## src/rtl/mem_instr_sequencer.sv

```systemverilog
// mem_instr_sequencer: fetch + ld/ldi/st control sequencer for the single-bus dataPath
// Ports: clk, reset (sync, active-high), start, opcode (IR[31:27]), mem_ready in;
//   dataPath strobes (PCout..write), mdr_read (00 bus, 01 memory), control (ALU op),
//   busy, done (1-cycle pulse), illegal (sticky), timeout (sticky) out.
// Build option: SEQ_TIMEOUT_EN adds a memory wait limit of WAIT_MAX cycles.
module mem_instr_sequencer #(
  parameter int OP_W = 5,
  parameter int CTRL_W = 4,
  parameter logic [CTRL_W-1:0] ALU_ADD = CTRL_W'(2),
  parameter logic [OP_W-1:0] OP_LD = OP_W'(0),
  parameter logic [OP_W-1:0] OP_LDI = OP_W'(1),
  parameter logic [OP_W-1:0] OP_ST = OP_W'(2),
  parameter int WAIT_MAX = 8
) (
  input  logic              clk,
  input  logic              reset,
  input  logic              start,
  input  logic [OP_W-1:0]   opcode,
  input  logic              mem_ready,
  output logic              PCout,
  output logic              Zlowout,
  output logic              MDRout,
  output logic              MARin,
  output logic              PCin,
  output logic              MDRin,
  output logic              IRin,
  output logic              Yin,
  output logic              IncPc,
  output logic              Zlowin,
  output logic              GRA,
  output logic              GRB,
  output logic              GRC,
  output logic              BAout,
  output logic              Rin,
  output logic              Rout,
  output logic              Cout,
  output logic              read,
  output logic              write,
  output logic [1:0]        mdr_read,
  output logic [CTRL_W-1:0] control,
  output logic              busy,
  output logic              done,
  output logic              illegal,
  output logic              timeout
);
  typedef enum logic [3:0] {IDLE, T0, T1, T2, T3, T4, T5, T6, T7, DONE, ERR} state_t;
  state_t st_q, st_d;
  logic [OP_W-1:0] op_q, op_d;
  logic illegal_q, illegal_d;
  logic is_ld, is_ldi, is_st, mem_rd;
  assign is_ld = op_q == OP_LD;
  assign is_ldi = op_q == OP_LDI;
  assign is_st = op_q == OP_ST;
  assign mem_rd = st_q == T1 || (st_q == T6 && is_ld);
  assign PCout = st_q == T0;
  assign Zlowout = st_q == T1 || st_q == T5;
  assign MDRout = st_q == T2 || (st_q == T7 && is_ld);
  assign MARin = st_q == T0 || (st_q == T5 && !is_ldi);
  assign PCin = st_q == T1;
  assign MDRin = st_q == T1 || st_q == T6;
  assign IRin = st_q == T2;
  assign Yin = st_q == T3;
  assign IncPc = st_q == T0;
  assign Zlowin = st_q == T0 || st_q == T4;
  assign GRA = (st_q == T5 && is_ldi) || (st_q == T6 && is_st) || (st_q == T7 && is_ld);
  assign GRB = st_q == T3;
  assign GRC = 1'b0;
  assign BAout = st_q == T3;
  assign Rin = (st_q == T5 && is_ldi) || (st_q == T7 && is_ld);
  assign Rout = st_q == T6 && is_st;
  assign Cout = st_q == T4;
  assign read = mem_rd;
  assign write = st_q == T7 && is_st;
  assign mdr_read = {1'b0, mem_rd};
  assign control = st_q == T4 ? ALU_ADD : '0;
  assign busy = st_q != IDLE;
  assign done = st_q == DONE;
  assign illegal = illegal_q;
`ifdef SEQ_TIMEOUT_EN
  logic timeout_q, timeout_d;
  logic [7:0] wait_q, wait_d;
  logic waiting;
  assign waiting = !mem_ready && (st_q == T1 || (st_q == T6 && is_ld) || (st_q == T7 && is_st));
  assign timeout = timeout_q;
`else
  logic unused_wait_max;
  assign unused_wait_max = |WAIT_MAX;
  assign timeout = 1'b0;
`endif
  always_comb begin
    st_d = st_q;
    op_d = op_q;
    illegal_d = illegal_q;
    case (st_q)
      IDLE: st_d = start ? T0 : IDLE;
      T0:   st_d = T1;
      T1:   st_d = mem_ready ? T2 : T1;
      T2:   st_d = T3;
      T3: begin
        op_d = opcode;
        if (opcode == OP_LD || opcode == OP_LDI || opcode == OP_ST) st_d = T4;
        else begin
          st_d = ERR;
          illegal_d = 1'b1;
        end
      end
      T4:   st_d = T5;
      T5:   st_d = is_ldi ? DONE : T6;
      T6:   st_d = (is_ld && !mem_ready) ? T6 : T7;
      T7:   st_d = (is_st && !mem_ready) ? T7 : DONE;
      DONE: st_d = IDLE;
      ERR:  st_d = ERR;
      default: st_d = IDLE;
    endcase
`ifdef SEQ_TIMEOUT_EN
    timeout_d = timeout_q;
    wait_d = waiting ? wait_q + 8'd1 : 8'd0;
    if (waiting && wait_q + 8'd1 == 8'(WAIT_MAX)) begin
      st_d = ERR;
      timeout_d = 1'b1;
    end
`endif
  end
  always_ff @(posedge clk) begin
    if (reset) begin
      st_q <= IDLE;
      op_q <= '0;
      illegal_q <= 1'b0;
`ifdef SEQ_TIMEOUT_EN
      timeout_q <= 1'b0;
      wait_q <= 8'd0;
`endif
    end else begin
      st_q <= st_d;
      op_q <= op_d;
      illegal_q <= illegal_d;
`ifdef SEQ_TIMEOUT_EN
      timeout_q <= timeout_d;
      wait_q <= wait_d;
`endif
    end
  end
endmodule

```

## config.mk

```make
export PLATFORM = sky130hd
export DESIGN_NAME = mem_instr_sequencer
export DESIGN_NICKNAME = d
export VERILOG_FILES = /design/src/rtl/mem_instr_sequencer.sv
export SDC_FILE = /design/constraint.sdc
export NUM_CORES = 1
export LEC_CHECK = 0
export ABC_AREA = 0
export BUFFER_PORTS_ARGS = -buffer_cell sky130_fd_sc_hd__buf_2
export CAP_MARGIN = 20
export CORE_MARGIN = 2
export CORE_UTILIZATION = 44
export DETAILED_ROUTE_END_ITERATION = 16
export GPL_TIMING_DRIVEN = 0
export PLACE_DENSITY = 0.81
export SETUP_SLACK_MARGIN = 0.4
export SLEW_MARGIN = 10
export SYNTH_ARGS = -nofsm -noshare
export SYNTH_HDL_FRONTEND = slang
export SYNTH_SLANG_ARGS = --single-unit
export TNS_END_PERCENT = 10
```

## constraint.sdc

```tcl
create_clock -name clk -period 1.6 [get_ports clk]
set_input_delay 0.4 -clock clk [delete_from_list [all_inputs] [get_ports clk]]
set_output_delay 0.4 -clock clk [all_outputs]
set_load 0.02 [all_outputs]
```

# == After elaboration in Yosys (flattened, before gate mapping) ==
# Index checks and enable logic that the tools add are counted.
# Widths: inputs -> output; s select.
# word_totals
out_inout_bits,29
elab_cells,52
regBits,10
input_bits,9
# op_classes
reduce_logical,26
n_mux,8
n_bitwise,1
eq_ne,14
# ops
operator,count
$pmux 4 s10,1
$eq 4x3->1 const B,4
$eq 4x4->1 const B,3
$mux 4,3
$logic_or 1x1->1,11
$eq 5x1->1 const B,2
$eq 5x2->1 const B,2
$logic_not 5->1,2
$eq 4x2->1 const B,2
$logic_and 1x1->1,8
$eq 4x1->1 const B,1
$logic_not 4->1,1
$reduce_bool 4->1,1
$mux 1,3
$logic_not 1->1,2
$mux 2,1
$reduce_and 2->1,1
$not 1->1,1

# == Longest topological paths before layout ==
# Gate-level depths: netlist (run 1).
# logic_depth
depth_word,5
ltp_mapped,6

# == Worst setup path before layout (run 1) ==
# Ideal clock, no wire load.
# synth_path
path_kind,flip-flop to output port
from,register op_q[1]
to,output port GRA
required_ns,1.200
arrival_ns,1.514
path_stages_with_launch,3
setup_slack_ns,-0.314
n_path_buf,0
path_cell_list,dfxtp_1 > or4_4 > o32ai_1
# synth_via
elab_chain_cells,4
# synth_lines
element,line,source
start: declaration,48,"logic [OP_W-1:0] op_q, op_d;"
start signal: assignment,135,op_q <= op_d;
$eq 5x1->1 or $eq 5x2->1 (tied branches),"52, 53",
$logic_and 1x1->1,65,assign GRA = (st_q == T5 && is_ldi) || (st_q == T6 && is_st) || (st_q == T7 && is_ld);
$logic_or 1x1->1,65,
$logic_or 1x1->1 (*),65,
end: declaration,30,"output logic GRA,"
# Every way passes the cells marked *; elsewhere a longest branch is shown, timed or not.

# == Worst setup path in the final report (run 1) ==
# layout_path
from,register op_q[3]
to,output port GRA
# The elaborated chain is that of the path after synthesis.

==> impl_metrics.csv, run 1 <==
group,metric,value,unit
setup_path,ff2ff_path_depth,4,
route,wl_per_cell,12.47,µm
floorplanning,placementRows,15,
cts,clockRootBuffer,"clkbuf_4",
cts,clkSlewWorstSetupHoldPaths,70,ps
finish,multi_input_area,570.5,µm²
sta,setup_slack,-418.4,ps
floorplanning,pin_count,38,
synth,synth_area,759.5,µm²
setup_path,crit_path_cell_trace,"or4_4, o32ai_4, buf_6",
setup_path,critical-path-max-stage-delay,570,ps
synth,yosysUniqueCellTypes,32,
worst_hold_path,hold_class,"primary input to flop",
grt,grt_pass1_wl,3229,µm
synth,ys_ff_latch,10,
route,drt-total-wl,2057,µm
run_status,status,"finished, violations left",
pwr,p_seq_share,32.0,%
sta,drv_slew,0,
place,hpwlAfterDp,1490,µm
synth,ys.flop_type,"dfxtp_1",
setup_path,cp.arrival,1620,ps
floorplanning,dieArea,0.002074,mm²
finish,num_antenna_cells,0,
synth,synth.most_common_cell,"nand2_1",
cts,postCtsHoldBufs,0,
pwr,vdd_drop_max,0.5039,mV
synth,synth_common_cells,"nand2_1, nor2_1, buf_4, a21oi_1, dfxtp_1",
pwr,power,869.6,µW
floorplanning,die_x,45.55,µm
floorplanning,die_h,45.55,µm
setup_path,crit_slowest_cell,"or4_4",
setup_path,worstSetupStartpointType,"flop",
place,routabilityCongestion,0.8629,
finish,drive_gt1_share,54.05,%
finish,nets,158,
pwr,switching_share,35.13,%
setup_path,path_max_fanout,3,
grt,grt_usage,21.09,%
route,drt_iter0_markers,17,
cts,cts_tree,"done",
synth,synthCells,107,
route,ant_nets,0,
cts,clk_latency,280,ps
floorplanning,start_util,45.47,%
sta,min_period,2018,ps
run,drv_cap,0,
pwr,clkPwrFrac,26.9,%
synth,synth_area_leader_cell,"dfxtp_1",
worst_hold_path,hold_depth,2,
finish,ff_latch_area,216.5,µm²
route,viasPerCell,5.412,
cts,cts_sinks,10,
place,portBuffers,31,
synth,yosysSeqAreaShare,26.36,%
cts,numCtsBuffers,3,
grt,grt.overflow.total,0,
setup_path,worstSetupPathType,"flop to output pin",
finish,postLayoutCellArea,0.001226,mm²
route,via_count,893,
setup_path,cp.required,1200,ps
synth,synth-edff-count,0,
sta,clock_skew,5.086,ps
sta,period_share,126.2,%
synth,avgSynthCellArea,7.098,µm²
floorplanning,core-area,0.001670,mm²
grt,grt_max_degree,11,
finish,area.growth.synth_to_final,61.45,%
pwr,power_density,709.2,mW/mm²
synth,yosysTopAreaCellShare,26.36,%
pwr,power.leakage,0.5605,nW
sta,max_freq,0.4954,GHz
place,dpl_cell_area,0.001015,mm²
grt,antenna_found_initial,0,
cts,clock_path_buffers,2,
sta,setup_viol,17,
sta,hold_violations,0,
pwr,p_int,564.1,µW
route,drc,0,
finish,nFillCells,127,
synth,ys_top_cells_by_area,"dfxtp_1, buf_4, nand2_1",
synth,async_flop_share,0,%
setup_path,endpoint_kind,"output pin",
pwr,power_switching,305.5,µW
run_status,violations,"negative setup slack",
grt,grt_pass1_vias,762,
synth,yosysWarnings,0,
route,firstDrtPassIters,4,
cts,htreeDepth,1,
place,pre_cts_ws,-180.8,ps
pwr,p_comb_share,41.1,%
sta,rsz0062_at_grt,"true",
-- cell usage in the layout (no fill, tap or decap), drive strengths merged --
cell type  instances
inv                3
a31oi              4
o22ai              1
nand2b             7
or4                1
nor2              14
a2111o             1
nand3b             1
or3                2
nor2b              1
o32a               1
and3               1
nor4               1
o21ai              3
and2b              1
clkbuf             4
dfxtp             10
nand4              1
conb               6
nand3              1
o21bai             3
nor3               6
a211o              1
nand2             15
o21a               1
o32ai              1
a21oi             10
buf               47
-- state kept, by name, summed over array words and instances (netlist names) --
register / cells
illegal: 1
op_q: 5
st_q: 4
-- worst paths after layout --
check	slack [ps]	start	endpoint
max	-420	op_q[3]$_SDFFE_PP0P_	GRA
max reg2reg	170	op_q[3]$_SDFFE_PP0P_	st_q[1]$_SDFF_PP0_
min	360	reset	op_q[1]$_SDFFE_PP0P_
min reg2reg	500	illegal$_SDFFE_PP0P_	illegal$_SDFFE_PP0P_
-- repair_timing --
item	CTS	global route
gates resized for setup	38	18
pin swaps	5	5
endpoints found under the setup margin	32	27
setup buffers	1	0
-- stage by stage --
step	hold WS [ps]	util [%]	std cells	TNS, ps
6_report	355.1	73.41	165	-2876
5_1_grt	365.0	73.41	165	-4051
4_1_cts	358.3	70.19	165	-3011
3_5_place_dp	483.1	60.75	160	-345.3
3_3_place_gp	454.4	60.75	160	-287.1
2_1_floorplan	469.1	-	112	-141.9
-- power groups by stage --
| stage | sequential [mW] | clock [mW] | combinational (mW) |
|---|---|---|---|
| 2_1_floorplan | 0.276 | 0 | 0.218 |
| 3_3_place_gp | 0.278 | 0 | 0.285 |
| 3_5_place_dp | 0.278 | 0 | 0.290 |
| 4_1_cts | 0.277 | 0.237 | 0.326 |
| 5_1_grt | 0.280 | 0.251 | 0.383 |
| 6_report | 0.278 | 0.234 | 0.357 |
-- worst max-delay path, delay by kind of cell, from the launching register on --
| family | cells | cell delay [ps] |
|---|---|---|
| AO/OA/AOI/OAI | 1 | 270 |
| buffers and inverters | 1 | 150 |
| flip-flops | 1 | 340 |
| AND/OR/NAND/NOR | 1 | 570 |
-- cell families (layout without fill, tap and decap cells) --
group | Yosys count | after routing | share of synthesized area [%]
AOI/OAI and AO/OA | 26 | 26 | 22.24
buffers and inverters | 18 | 54 | 15.32
DFF | 10 | 10 | 26.36
other | 1 | 6 | 0.4938
and+or+nand+nor | 52 | 52 | 35.59
-- per-layer routing --
layer	part of all wire [%]	vias to the layer above	routed length, µm	GRT usage [%]
met3	6.8	7	140	2.778
met4	3.3	0	68	12.94
met2	52	46	1071	36.62
li1	-	445	-	-
met5	0	-	0	0
met1	38	395	777	24.04
-- area by class of cell --
class | instances | share of cell area, %
timing repair buffer | 32 | 18.37
inverter | 3 | 1.327
tap | 17 | 1.735
clock buffer | 4 | 2.959
sequential | 10 | 17.65
multi-input combinational | 84 | 46.53
buffer | 15 | 11.43
Power figures use the tool's default switching activity.
==> run 2, diff against run 1 <==
clock period = 2.1 ns   (was 1.6 ns; I/O delays follow)
==> impl_metrics.csv, run 2 (synthesis results as in run 1) <==
group,metric,value,unit
finish,num_antenna_cells,0,
cts,cts_sinks,10,
cts,numCtsBuffers,3,
floorplanning,start_util,45.47,%
setup_path,worstSetupPathType,"flop to output pin",
worst_hold_path,hold_class,"flop to flop",
route,firstDrtPassIters,4,
floorplanning,core-area,0.001670,mm²
floorplanning,die_x,45.55,µm
grt,grt_pass1_vias,764,
grt,grt_pass1_wl,2967,µm
grt,grt.overflow.total,0,
grt,antenna_found_initial,0,
route,viasPerCell,5.417,
worst_hold_path,hold_depth,2,
finish,largest_reg_flops,5,
cts,cts_tree,"done",
setup_path,endpoint_kind,"output pin",
finish,final_common_cell,"buf_2",
place,dpl_cell_area,989.7,µm²
pwr,power.leakage,0.5407,nW
grt,top_usage_layer,"met2",
place,routabilityCongestion,0.8360,
worst_hold_path,hold_end,"illegal$_SDFFE_PP0P_",
place,pre_cts_ws,198.5,ps
grt,grt_usage,19.79,%
run_status,violations,"negative setup slack",
setup_path,worstSetupStartpointType,"flop",
cts,clk_latency,260,ps
place,dpl.cell_count,160,
cts,post_cts_buffers,0,
route,ant_nets,0,
cts,clkSlewWorstSetupHoldPaths,60,ps
finish,nets,157,
setup_path,r2r_end,"st_q[1]$_SDFF_PP0_",
setup_path,cp.required,1570,ps
setup_path,path_max_fanout,4,
pwr,power_density,514.5,mW/mm²
route,drt-total-wl,1969,µm
cts,htreeDepth,1,
cts,clock_path_buffers,2,
sta,rsz0062_at_grt,"true",
route,drt_iter0_markers,31,
sta,min_period,2125,ps
place,hpwlAfterDp,1518,µm
floorplanning,die_h,45.55,µm
grt,grt_util_met2,36.34,%
grt,met3_usage,4.365,%
setup_path,timing.rr.start,"op_q[2]$_SDFFE_PP0P_",
finish,postLayoutCellArea,0.001092,mm²
place,portBuffers,31,
floorplanning,pin_count,38,
grt,met1_usage,19.23,%
grt,grt_max_degree,11,
finish,area.growth.synth_to_final,43.82,%
floorplanning,dieArea,0.002074,mm²
sta,period_share,101.2,%
route,via_count,883,
run_status,status,"finished, violations left",
sta,clock_skew,4.651,ps
setup_path,worst-r2r-setup-slack,660,ps
route,wl_per_cell,12.08,µm
finish,drive_gt1_share,49.32,%
pwr,vdd_drop_max,0.3783,mV
sta,drv_slew,0,
finish,final_cell_mix,"buf_2, buf_4, nand2_1, nor2_1, a21oi_1",
route,drc,0,
sta,setup_slack,-25.16,ps
cts,postCtsHoldBufs,0,
run,drv_cap,0,
sta,fin_hold_ws,473.8,ps
worst_hold_path,min_from,"illegal$_SDFFE_PP0P_",
floorplanning,placementRows,15,
sta,setup_viol,1,
cts,clockRootBuffer,"clkbuf_4",
sta,hold_violations,0,
finish,final_cells,163,
finish,top_register,"op_q",
setup_path,ff2ff_path_depth,4,
sta,max_freq,0.4706,GHz
setup_path,cp.arrival,1600,ps
-- run 2: cell types whose count changed in the layout (fill, tap and decap cells not counted), moves of 2 or more --
cell,change
clkbuf_4,+2
dfxtp_1,+3
dfxtp_4,-3
nor2_4,-2
buf_4,-8
nor2_2,+3
buf_2,+12
buf_6,-6
-- run 2: critical path: stages (launching register included) --
cell and delay [ps]:
dfxtp_2 340, or4_4 580, o32ai_4 270, buf_6 150
-- run 2: layout make-up --
type,instances,area [µm²]
tap,17,21.27
sequential,10,205.2
fill,145,578.1
timing repair buffer,31,176.4
inverter,3,13.76
multi-input combinational,84,536.8
buffer,15,116.4
clock buffer,3,22.52
-- run 2: worst max-delay path by stage --
stage / from / endpoint / slack (ps) / depth (start not counted)
finish: op_q[2]$_SDFFE_PP0P_ / GRA / -30 / 3
global route: op_q[2]$_SDFFE_PP0P_ / GRA / -90 / 3
CTS: op_q[3]$_SDFFE_PP0P_ / GRA / -40 / 3
detailed placement: op_q[1]$_SDFFE_PP0P_ / GRA / 200 / 3
global placement: op_q[1]$_SDFFE_PP0P_ / GRA / 210 / 3
floorplan: op_q[1]$_SDFFE_PP0P_ / GRA / 310 / 2
-- run 2: power breakdown --
| group | leakage, nW | switching, mW | internal, mW |
|---|---|---|---|
| Combinational | 0.444 | 0.134 | 0.0932 |
| Sequential | 0.0827 | 0.0129 | 0.199 |
| Clock | 0.0138 | 0.0570 | 0.0657 |
-- run 2: stage by stage --
stage / TNS, ps / total power [mW] / utilization, %
3_5_place_dp: 0 / 0.4194 / 59.25
3_3_place_gp: 0 / 0.4154 / 59.25
4_1_cts: -39.01 / 0.5545 / 62.47
5_1_grt: -112.6 / 0.5970 / 65.39
2_1_floorplan: 0 / 0.3632 / -
6_report: -25.16 / 0.5620 / 65.39
-- run 2: layer usage --
layer	up-vias	wire length, µm
met5	-	0
met4	0	27
met3	4	163
met2	47	1036
met1	390	740
li1	442	-
-- run 2: repair_timing --
action | in CTS | in global routing
resized for setup | 11 | 16
setup endpoints to repair | 21 | 22
pin swaps | 2 | 4
==> run 3, diff against run 2 <==
SETUP_SLACK_MARGIN = 0.15   (was 0.4)
==> impl_metrics.csv, run 3 (synthesis results as in run 1) <==
group,metric,value,unit
floorplanning,die_x,45.55,µm
route,viasPerCell,5.067,
finish,nets,159,
sta,setup_viol,0,
pwr,power_density,521.5,mW/mm²
sta,clock_skew,3.182,ps
grt,grt_pass1_wl,2766,µm
grt,grt_usage,18.09,%
grt,grt.overflow.total,0,
floorplanning,core-area,0.001670,mm²
finish,largest_reg_flops,5,
place,routabilityCongestion,0.8567,
route,ant_nets,0,
setup_path,r2r_end,"st_q[2]$_SDFF_PP0_",
finish,drive_gt1_share,45.95,%
cts,cts_tree,"done",
route,drc,0,
finish,num_antenna_cells,0,
grt,antenna_found_initial,0,
route,via_count,836,
finish,final_cell_mix,"buf_2, buf_4, nand2_1, nor2_1, a21oi_1",
sta,period_share,97.60,%
pwr,power,539.7,µW
sta,hold_violations,0,
floorplanning,start_util,45.47,%
floorplanning,placementRows,15,
cts,htreeDepth,1,
floorplanning,die_h,45.55,µm
route,drt-total-wl,1708,µm
sta,setup_slack,50.35,ps
pwr,power.leakage,0.5354,nW
worst_hold_path,hold_class,"flop to flop",
cts,clockRootBuffer,"clkbuf_4",
setup_path,worst-r2r-setup-slack,590,ps
sta,min_period,2050,ps
run_status,status,"finished clean",
sta,fin_hold_ws,486.5,ps
cts,clock_path_buffers,2,
setup_path,timing.rr.start,"op_q[3]$_SDFFE_PP0P_",
finish,final_common_cell,"buf_2",
place,portBuffers,31,
setup_path,cp.required,1570,ps
place,pre_cts_ws,219.0,ps
setup_path,endpoint_kind,"output pin",
sta,drv_slew,0,
cts,clk_latency,250,ps
setup_path,worstSetupPathType,"flop to output pin",
setup_path,cp.arrival,1520,ps
floorplanning,pin_count,38,
run,drv_cap,0,
cts,cts_sinks,10,
setup_path,ff2ff_path_depth,5,
setup_path,worstSetupStartpointType,"flop",
setup_path,path_max_fanout,3,
cts,numCtsBuffers,3,
finish,utilization,61.95,%
finish,top_register,"op_q",
grt,grt_max_degree,11,
finish,area.growth.synth_to_final,36.24,%
route,wl_per_cell,10.35,µm
floorplanning,dieArea,0.002074,mm²
route,firstDrtPassIters,4,
finish,nFillCells,151,
cts,clkSlewWorstSetupHoldPaths,60,ps
route,drt_iter0_markers,12,
place,hpwlAfterDp,1404,µm
pwr,vdd_drop_max,0.3196,mV
grt,grt_pass1_vias,690,
sta,max_freq,0.4879,GHz
setup_path,crit_start,"op_q[3]$_SDFFE_PP0P_",
setup_path,crit_path_end,"GRA",
sta,rsz0062_at_grt,"true",
-- run 3: cell count changes in the layout (fill, tap and decap cells not counted), moves of 2 or more --
cell,change
nor2_1,+2
buf_4,-3
buf_6,-2
buf_2,+8
-- run 3: critical path, stage by stage, from the launching register on --
cell,delay [ps]
dfxtp_4,340
or4_4,550
o32ai_2,210
buf_4,170
-- run 3: per-layer routing --
layer	track usage [%]	wire, µm	vias up
li1	-	-	444
met1	20.00	745	361
met2	33.24	846	29
met3	3.968	108	2
met4	6.471	7	0
met5	0	0	-
-- run 3: worst min-delay path by stage --
stage | start | end | slack (ps) | cells past startpoint
2_1_floorplan | op_q[0]$_SDFFE_PP0P_ | op_q[0]$_SDFFE_PP0P_ | 470 | 2
3_3_place_gp | illegal$_SDFFE_PP0P_ | illegal$_SDFFE_PP0P_ | 450 | 2
3_5_place_dp | illegal$_SDFFE_PP0P_ | illegal$_SDFFE_PP0P_ | 480 | 2
4_1_cts | reset | op_q[3]$_SDFFE_PP0P_ | 490 | 2
5_1_grt | illegal$_SDFFE_PP0P_ | illegal$_SDFFE_PP0P_ | 510 | 2
6_report | illegal$_SDFFE_PP0P_ | illegal$_SDFFE_PP0P_ | 490 | 2
-- run 3: power by group --
| group | switching [mW] | internal, mW | total (mW) | leakage, nW |
|---|---|---|---|---|
| Combinational | 0.127 | 0.0837 | 0.211 | 0.438 |
| Clock | 0.0559 | 0.0657 | 0.122 | 0.0138 |
| Sequential | 0.0101 | 0.197 | 0.208 | 0.0832 |
| Total | 0.193 | 0.347 | 0.540 | 0.535 |
-- run 3: final cells by class --
class	count	area, µm²	area share [%]
plain buffers	15	107.6	10.40
inverters	3	11.26	1.088
well taps	17	21.27	2.056
repair buffers	33	172.7	16.69
multi-input cells	84	491.7	47.52
clock buffers	3	22.52	2.177
flip-flops and latches	10	207.7	20.07
-- run 3: through the flow --
stage,instance area (µm²),TNS (ps),cells
floorplan,785.8,0,112
global placement,962.2,0,160
detailed placement,962.2,0,160
CTS,1012,0,165
global route,1035,-5.394,165
finish,1035,0,165
-- run 3: repair_timing --
action,CTS,global route
gates resized for setup,7,6
pin swaps,2,0
setup endpoints to repair,12,15
setup buffers,2,0
hold buffers,0,0
